### config.mk
export PLATFORM = sky130hd
export DESIGN_NAME = mult8_compare_unit
export DESIGN_NICKNAME = d
export VERILOG_FILES = /design/src/rtl/mult8_compare_unit.sv
export SDC_FILE = /design/constraint.sdc
export NUM_CORES = 1
export LEC_CHECK = 0
export ABC_CLOCK_PERIOD_IN_PS = 1200
export CAP_MARGIN = 20
export CORE_ASPECT_RATIO = 0.9
export CORE_MARGIN = 8
export CORE_UTILIZATION = 61
export DETAILED_ROUTE_END_ITERATION = 12
export PLACE_DENSITY = 0.89
export SLEW_MARGIN = 15
export SYNTH_ARGS = -nofsm -noshare
export SYNTH_HDL_FRONTEND = slang
export SYNTH_SLANG_ARGS = --single-unit
### constraint.sdc
create_clock -name clk -period 1.2 [get_ports clk]
set_input_delay 0.24 -clock clk [delete_from_list [all_inputs] [get_ports clk]]
set_output_delay 0.24 -clock clk [all_outputs]
set_load 0.005 [all_outputs]
### src/rtl/mult8_compare_unit.sv
// Registered 8x8 unsigned multiplier comparison unit: exact Wallace tree, exact
// carry-save array, and fully approximate Wallace tree, plus a mismatch flag and the approximation error.
module mult8_compare_unit (
  input  logic        clk,
  input  logic        rst_n,
  input  logic        in_valid,
  input  logic [7:0]  A,
  input  logic [7:0]  B,
  output logic        out_valid,
  output logic [15:0] S_exact,
  output logic [15:0] S_array,
  output logic [15:0] S_approx,
  output logic        mismatch,
  output logic [15:0] err
);

  function automatic logic maj3(input logic a, input logic b, input logic c);
    return (a & b) | (a & c) | (b & c);
  endfunction

  function automatic logic [15:0] ripple_add(input logic [15:0] x, input logic [15:0] y);
    logic [15:0] s;
    logic        c;
    c = 1'b0;
    for (int k = 0; k < 16; k++) begin
      s[k] = x[k] ^ y[k] ^ c;
      c    = maj3(x[k], y[k], c);
    end
    return s;
  endfunction

  // Rows carry an occupancy mask alongside their bits: adder selection follows
  // which positions structurally hold a bit, not the bit values.
  function automatic logic [15:0] wallace_mult(input logic [7:0] a, input logic [7:0] b,
                                               input logic approx);
    logic [15:0] row  [8];
    logic [15:0] msk  [8];
    logic [15:0] nrow [8];
    logic [15:0] nmsk [8];
    logic [15:0] s, c, sm, cm;
    logic [2:0]  x, p;
    int          n, ng;
    for (int i = 0; i < 8; i++) begin
      row[i] = 16'({8{b[i]}} & a) << i;
      msk[i] = 16'h00ff << i;
    end
    n = 8;
    // Four layers take the row count 8 -> 6 -> 4 -> 3 -> 2.
    for (int layer = 0; layer < 4; layer++) begin
      ng = n / 3;
      for (int r = 0; r < 8; r++) begin
        nrow[r] = '0;
        nmsk[r] = '0;
      end
      for (int g = 0; g < 2; g++) begin
        if (g < ng) begin
          s  = '0;
          c  = '0;
          sm = '0;
          cm = '0;
          for (int col = 0; col < 16; col++) begin
            p = {msk[3*g+2][col], msk[3*g+1][col], msk[3*g][col]};
            x = {row[3*g+2][col], row[3*g+1][col], row[3*g][col]} & p;
            // With absent inputs tied low, XOR/majority cover full adder, half adder and pass-through alike.
            s[col]  = (approx && (&p)) ? |x : ^x;
            sm[col] = |p;
            if (col < 15) begin
              c[col+1]  = maj3(x[0], x[1], x[2]);
              cm[col+1] = maj3(p[0], p[1], p[2]);
            end
          end
          nrow[2*g]   = s;
          nmsk[2*g]   = sm;
          nrow[2*g+1] = c;
          nmsk[2*g+1] = cm;
        end
      end
      for (int r = 0; r < 8; r++) begin
        if (r >= 3 * ng && r < n) begin
          nrow[r-ng] = row[r];
          nmsk[r-ng] = msk[r];
        end
      end
      row = nrow;
      msk = nmsk;
      n   = n - ng;
    end
    return ripple_add(row[0], row[1]);
  endfunction

  function automatic logic [15:0] array_mult(input logic [7:0] a, input logic [7:0] b);
    logic [15:0] s, c, p, t;
    s = 16'({8{b[0]}} & a);
    c = '0;
    for (int i = 1; i < 8; i++) begin
      p = 16'({8{b[i]}} & a) << i;
      t = s ^ c ^ p;
      c = ((s & c) | (s & p) | (c & p)) << 1;
      s = t;
    end
    return ripple_add(s, c);
  endfunction

  logic [15:0] exact_c, array_c, approx_c;

  always_comb begin
    exact_c  = wallace_mult(A, B, 1'b0);
    approx_c = wallace_mult(A, B, 1'b1);
    array_c  = array_mult(A, B);
  end

  // NOTE: registers use non-blocking assignments so every output samples the
  // pre-edge combinational values together; reset is asynchronous so outputs clear without a clock.
  always_ff @(posedge clk or negedge rst_n) begin
    if (!rst_n) begin
      out_valid <= 1'b0;
      S_exact   <= '0;
      S_array   <= '0;
      S_approx  <= '0;
      mismatch  <= 1'b0;
      err       <= '0;
    end else begin
      out_valid <= in_valid;
      S_exact   <= exact_c;
      S_array   <= array_c;
      S_approx  <= approx_c;
      mismatch  <= (exact_c != array_c);
      err       <= approx_c - exact_c;
    end
  end

endmodule

==> reports/metrics.sh, run 1 <==
STATUS='did not finish'
FLOW.STOPPED_AT='4_1_cts'
ERROR_MESSAGE='[ERROR DPL-0033] detailed placement checks failed during check placement.'
SYNTHCELLS=625
YOSYS.AREA_SHARE.XOR_XNOR=0.03301
SYN_AVG_CELL_AREA_UM2=10.19
CTS_ROOT_BUF='sky130_fd_sc_hd__clkbuf_16'
SYNTH_TOP_FAMILY_BY_AREA='adder cells'
PORT_BUFS=82
YOSYS.AREA_SHARE.ADDER=0.4491
YOSYS_MOST_USED_DFF='sky130_fd_sc_hd__dfrtp_1'
POST_DP_CELL_AREA_UM2=9224
INITIAL_UTIL=0.6242
CTS_SETUP_BUFFERS=19
CTS_HOLD_BUF=1
POST-DP-HPWL_UM=17920
SYNTH_EDF_COUNT=0
MAXIMUM_LEVEL_OF_THE_CTS_H_TREE=3
YOSYSUNIQUECELLTYPES=49
ROW_COUNT=35
SYNTHESIS.YOSYS.WARNINGS=0
SYNTH-COMPOUND-AREA-SHARE=0.06778
DIE_W_UM=123.7
CTS.REPAIR.RESIZED=315
FINALWEIGHTEDCONGESTION=0.8904
CLKSINKCOUNT=59
POSTSYNTH.ASYNCRESETSHARE=1.000
YOSYS.AREA_SHARE.SIMPLE=0.1086
CTS_MADE_BUFFERS=9
YS_SEQ_ELEMENTS=59
SYNTHMUXAREASHARE=0
DIE_Y_UM=112.9
MAX-CLOCK-PATH-BUFFERS=2
IO-PIN-COUNT=85
SYNTH_SEQ_AREA_SHARE=0.2318
MAPPED_CELL_AREA_UM2=6369
[through the flow]
| step | std cells | setup WS [ns] |
|---|---|---|
| 3_3_place_gp | 997 | -6.138 |
| 2_1_floorplan | 626 | -5.456 |
| 3_5_place_dp | 997 | -6.397 |
[logic make-up after synthesis]
| family | after synthesis |
|---|---|
| other | 1 |
| xor gates and xnor gates | 24 |
| buffers and inverters | 175 |
| AOI/OAI and AO/OA | 60 |
| DFF | 59 |
| and+or+nand+nor | 136 |
| adders and majority gates | 170 |
[cell usage after synthesis (2+ instances only)]
cell	count	area, um^2
sky130_fd_sc_hd__a2111oi_0	2	17.52
sky130_fd_sc_hd__xor2_1	9	78.83
sky130_fd_sc_hd__a221oi_1	3	26.28
sky130_fd_sc_hd__fa_1	101	2022
sky130_fd_sc_hd__buf_2	2	10.01
sky130_fd_sc_hd__a222oi_1	5	50.05
sky130_fd_sc_hd__xnor2_1	15	131.4
sky130_fd_sc_hd__and2_1	33	206.5
sky130_fd_sc_hd__nor2b_1	2	12.51
sky130_fd_sc_hd__a211oi_1	3	22.52
sky130_fd_sc_hd__dfrtp_1	59	1476
sky130_fd_sc_hd__ha_1	57	713.2
sky130_fd_sc_hd__nor4_1	4	25.02
sky130_fd_sc_hd__or2_2	2	12.51
sky130_fd_sc_hd__o21a_1	7	52.55
sky130_fd_sc_hd__inv_1	151	566.8
sky130_fd_sc_hd__buf_4	9	67.56
sky130_fd_sc_hd__maj3_1	8	80.08
sky130_fd_sc_hd__a21boi_0	2	15.01
sky130_fd_sc_hd__o21ai_0	7	35.03
sky130_fd_sc_hd__nand2b_1	4	25.02
sky130_fd_sc_hd__a22oi_1	2	15.01
sky130_fd_sc_hd__maj3_2	4	45.04
sky130_fd_sc_hd__nor2_1	14	52.55
sky130_fd_sc_hd__nor3_1	9	45.04
sky130_fd_sc_hd__a21o_1	5	37.54
sky130_fd_sc_hd__a21oi_1	13	65.06
sky130_fd_sc_hd__or3_1	3	18.77
sky130_fd_sc_hd__clkbuf_1	12	45.04
sky130_fd_sc_hd__nand2_1	44	165.2
sky130_fd_sc_hd__and3_1	3	18.77
sky130_fd_sc_hd__o21bai_1	2	15.01
sky130_fd_sc_hd__nand4_1	3	18.77
sky130_fd_sc_hd__nand3_1	11	55.05
==> run 2, diff against run 1 <==
Settings changed: CORE_ASPECT_RATIO 0.9 to default, CORE_UTILIZATION 61 to 40, PLACE_DENSITY 0.89 to default, PLACE_DENSITY_LB_ADDON from default to 0.15.
==> run 2 against run 1 <==
Net effect:
- the flow now finishes, with violations (negative setup slack)
- synthesized cell count unchanged
- synthesized area unchanged
==> reports/metrics.sh, run 2 <==
STATUS='complete, but fails checks'  # was did not finish
VIOLATIONS='negative setup slack'
YOSYS_MOST_USED_DFF='sky130_fd_sc_hd__dfrtp_1'  # unchanged
CRIT_PATH_TOP_DELAY_CELL='sky130_fd_sc_hd__fa_1'
CRIT_PATH_FREQUENT_CELL='sky130_fd_sc_hd__fa_2'
SYNTH_TOP_FAMILY_BY_AREA='adder cells'  # unchanged
SYNTH-COMPOUND-AREA-SHARE=0.06778  # unchanged
ROUTE.DETAILED.WL_PER_INST_UM=15.80
WORST_SETUP_HOLD_PATH_CLK_SLEW_NS=0.05
FINALMAXSLEWVIOLATIONS=0
PIN_SLEW_WITH_THE_LEAST_HEADROOM_TO_ITS_LIMIT_NS=0.5150
POWER_FRAC_SEQ=0.109
CLKSINKCOUNT=59  # unchanged
SETUP-VIOLATIONS-FINAL=55
NUMBER_OF_VIAS_PER_CELL_AFTER_DETAILED_ROUTING=4.707
MOSTFREQUENTLAYOUTCELLS='sky130_fd_sc_hd__buf_4, sky130_fd_sc_hd__inv_1, sky130_fd_sc_hd__buf_6'
INITIAL_UTIL=0.4053  # was 0.6242
FINALHOLDVIOLCOUNT=0
YOSYS.AREA_SHARE.ADDER=0.4491  # unchanged
CRITICAL_PATH_REQUIRED_NS=1.40
ROUTE.ANTENNA.REMAINING_NETS=0
FINALNETCOUNT=1087
WHS_NS=0.3543
YOSYSUNIQUECELLTYPES=49  # unchanged
LARGEST_REGISTER_FF_COUNT=16
GRT_OVERFLOW_TOTAL=0
PIN_COUNT_OF_THE_BIGGEST_NET_ENTERING_GLOBAL_ROUTING=60
TIMING.CRITICAL_PATH.FROM_TYPE='input port'
FINAL_LAYOUT_SIZE_SUFFIX_GT1_FRAC=0.4863
YOSYS.AREA_SHARE.SIMPLE=0.1086  # unchanged
DRT_FIRST_PASS_ITERS=5
CELL_INTERNAL_PWR_mW=18.42
CORE_UM2=15710
SYNTHESIS.YOSYS.WARNINGS=0  # unchanged
DRT-TOTAL-WL_UM=17880
YS_SEQ_ELEMENTS=59  # unchanged
MAX_CLOCK_FREQ_GHz=0.1497
POWER-PER-CELL-AREA_nW_PER_UM2=2895
LEADING_POST_SYNTHESIS_CELLS_BY_CELL_AREA='sky130_fd_sc_hd__fa_1, sky130_fd_sc_hd__dfrtp_1, sky130_fd_sc_hd__ha_1, sky130_fd_sc_hd__inv_1, sky130_fd_sc_hd__and2_1'  # unchanged
FINAL.MIN_CLOCK_PERIOD_NS=6.680
SWITCHINGPOWER_mW=11.96
CTS_ROOT_BUF='sky130_fd_sc_hd__clkbuf_16'  # unchanged
TIMING.FINAL.CRIT_SHARE=5.567
WORST_SLEW_MARGIN_REL=0.6530
POST-DP-HPWL_UM=14460  # was 17920 um
MAX-CLOCK-PATH-BUFFERS=2  # unchanged
SYN_TO_FINAL_GROWTH_PCT=64.77
SYNTH_EDF_COUNT=0  # unchanged
CELLLEAKAGEPOWER_nW=5.044
SYNTH_AREA_LEADER_CELL='sky130_fd_sc_hd__fa_1'  # unchanged
FIN_WS_NS=-5.480
YOSYSMOSTFREQUENTCELL='sky130_fd_sc_hd__inv_1'  # unchanged
CTS_MADE_BUFFERS=9  # unchanged
MAXIMUM_LEVEL_OF_THE_CTS_H_TREE=3  # unchanged
IO-PIN-COUNT=85  # unchanged
SYNTHMUXAREASHARE=0  # unchanged
CTS_TREE='built'
RSZ0062_AT_GRT='true'
VDD_IR_DROP_MAX_mV=2.308
DIE_Y_UM=142.2  # was 112.9 um
DIODES=0
POWER.SWITCHING_FRACTION=0.3936
WIRE_LENGTH_OF_THE_FIRST_GLOBAL_ROUTING_PASS_UM=30130
PORT_BUFS=82  # unchanged
DR.FIRST_ITER.DRC_COUNT=180
GRT_UTIL_ALL_LAYERS=0.1891
LAYOUT.FILLER_CELLS=1202
WORSTPATHMAXFANOUT=4
WORSTHOLDPATHTYPE='input port to register'
MOSTFREQUENTLAYOUTCELL='sky130_fd_sc_hd__buf_4'
SYNTHCELLS=625  # unchanged
POSTSYNTH.ASYNCRESETSHARE=1.000  # unchanged
DETAIL_ROUTE.DRC_VIOLATIONS=0
DIE_W_UM=142.2  # was 123.7 um
YOSYS.AREA_SHARE.XOR_XNOR=0.03301  # unchanged
VIA_COUNT=5324
YOSYSTOPAREACELLSHARE=0.3175  # unchanged
WORSTSETUPENDPOINTTYPE='register'
NUMBER_OF_ANTENNA_VIOLATIONS_AT_THE_FIRST_CHECK_IN_GLOBAL_ROUTING=0
LARGEST_REGISTER='S_exact'
SETUP.WORST_PATH.CLASS='input port to register'
P_TOTAL_mW=30.38
MAPPED_CELL_AREA_UM2=6369  # unchanged
SHARE_CLK_OF_TOTAL_POWER=0.098
SYN_AVG_CELL_AREA_UM2=10.19  # unchanged
MAX_STAGE_DELAY_NS=0.53
CAP_VIOL_MAX_COUNT=0
ARRIVAL_NS=6.88
SHARE_OF_POWER_BURNED_IN_COMBINATIONAL_LOGIC=0.794
TOP_REGISTERS='S_exact x16, S_approx x14, err x14'
FIRST_GLOBAL_VIAS=6200
ROW_COUNT=46  # was 35
SYNTH_SEQ_AREA_SHARE=0.2318  # unchanged
FINALWEIGHTEDCONGESTION=0.8558  # was 0.8904
SYNTH.TOP_CELLS.BY_COUNT='sky130_fd_sc_hd__inv_1, sky130_fd_sc_hd__fa_1, sky130_fd_sc_hd__dfrtp_1'  # unchanged
FULL_DIE_AREA_UM2=20220
-- run 2: cell counts after synthesis --
Identical to the previous run, type by type.
-- run 2: per-stage QoR --
| stage | TNS [ns] | instances | utilization | worst slack [ns] | instance area [um^2] |
|---|---|---|---|---|---|
| 6_report | -157.63 | 1131 | 0.6679 | -5.480 | 10490 |
| 5_1_grt | -163.24 | 1131 | 0.6679 | -5.600 | 10490 |
| 4_1_cts | -164.60 | 1126 | 0.6554 | -5.803 | 10300 |
| 3_5_place_dp | -207.68 | 1087 | 0.5946 | -6.325 | 9343 |
| 3_3_place_gp | -206.48 | 1087 | 0.5946 | -6.196 | 9343 |
| 2_1_floorplan | -156.91 | 626 | - | -5.456 | 7143 |
-- run 2: path summary, 6_finish.rpt --
kind                       startpoint    endpoint  cells past startpoint
worst max-delay path             A[4]     err[15]                     28
worst min-delay path         in_valid   out_valid                      1
max in group asynchronous       rst_n     err[14]                      3
min in group asynchronous       rst_n  S_exact[2]                      3
-- run 2: timing repair --
item                                   in CTS  in global routing
setup endpoints to repair                 121                 85
hold buffers                                1                  0
pin swaps                                  92                 67
endpoints found under the hold margin      59                  0
setup buffers                              22                 19
resized for setup                         292                 95
-- run 2: layout make-up --
class,count,area [um^2],area share
flip-flops and latches,59,1476,0.1407
clock inverters,5,100.1,0.009539
inverters,151,579.3,0.05520
well taps,216,270.3,0.02575
multi-input cells,392,5134,0.4892
clock buffers,11,242.7,0.02313
repair buffers,297,2691,0.2565
-- run 2: cells by family after synthesis --
family,after synthesis
other,1
buffers and inverters,175
DFF,59
AOI/OAI and AO/OA,60
adders and majority gates,170
xor gates and xnor gates,24
and+or+nand+nor,136
-- run 2: routing by layer --
metal / global-route usage / routed length, um / vias up
li1: - / - / 2498
met1: 0.2110 / 6865 / 2657
met2: 0.3624 / 9946 / 135
met3: 0.02784 / 674 / 34
met4: 0.05314 / 388 / 0
met5: 0 / 0 / -
-- run 2: power by group through the flow --
stage               logic (mW)  registers (mW)  clock network, mW
detailed placement        19.2            3.32                  0
global placement          18.8            3.31                  0
CTS                       22.2            3.29               3.00
floorplan                 11.1            3.35                  0
global route              26.1            3.38               3.10
finish                    24.1            3.30               2.97
-- run 2: worst max-delay path: cells and delay by family --
family / cells / cell delay, ns
xor+xnor: 1 / 0.15
buf+inv: 7 / 0.50
compound gates: 3 / 0.41
fa+ha+maj: 15 / 5.48
simple gates: 2 / 0.08
No activity file was read; power rests on OpenSTA's default activity.
==> run 3, diff against run 2 <==
Settings changed: CAP_MARGIN 20 to default, SLEW_MARGIN 15 to 30.
==> results of run 3 <==
The final DEF is identical to that of run 2; final timing and power are the same.
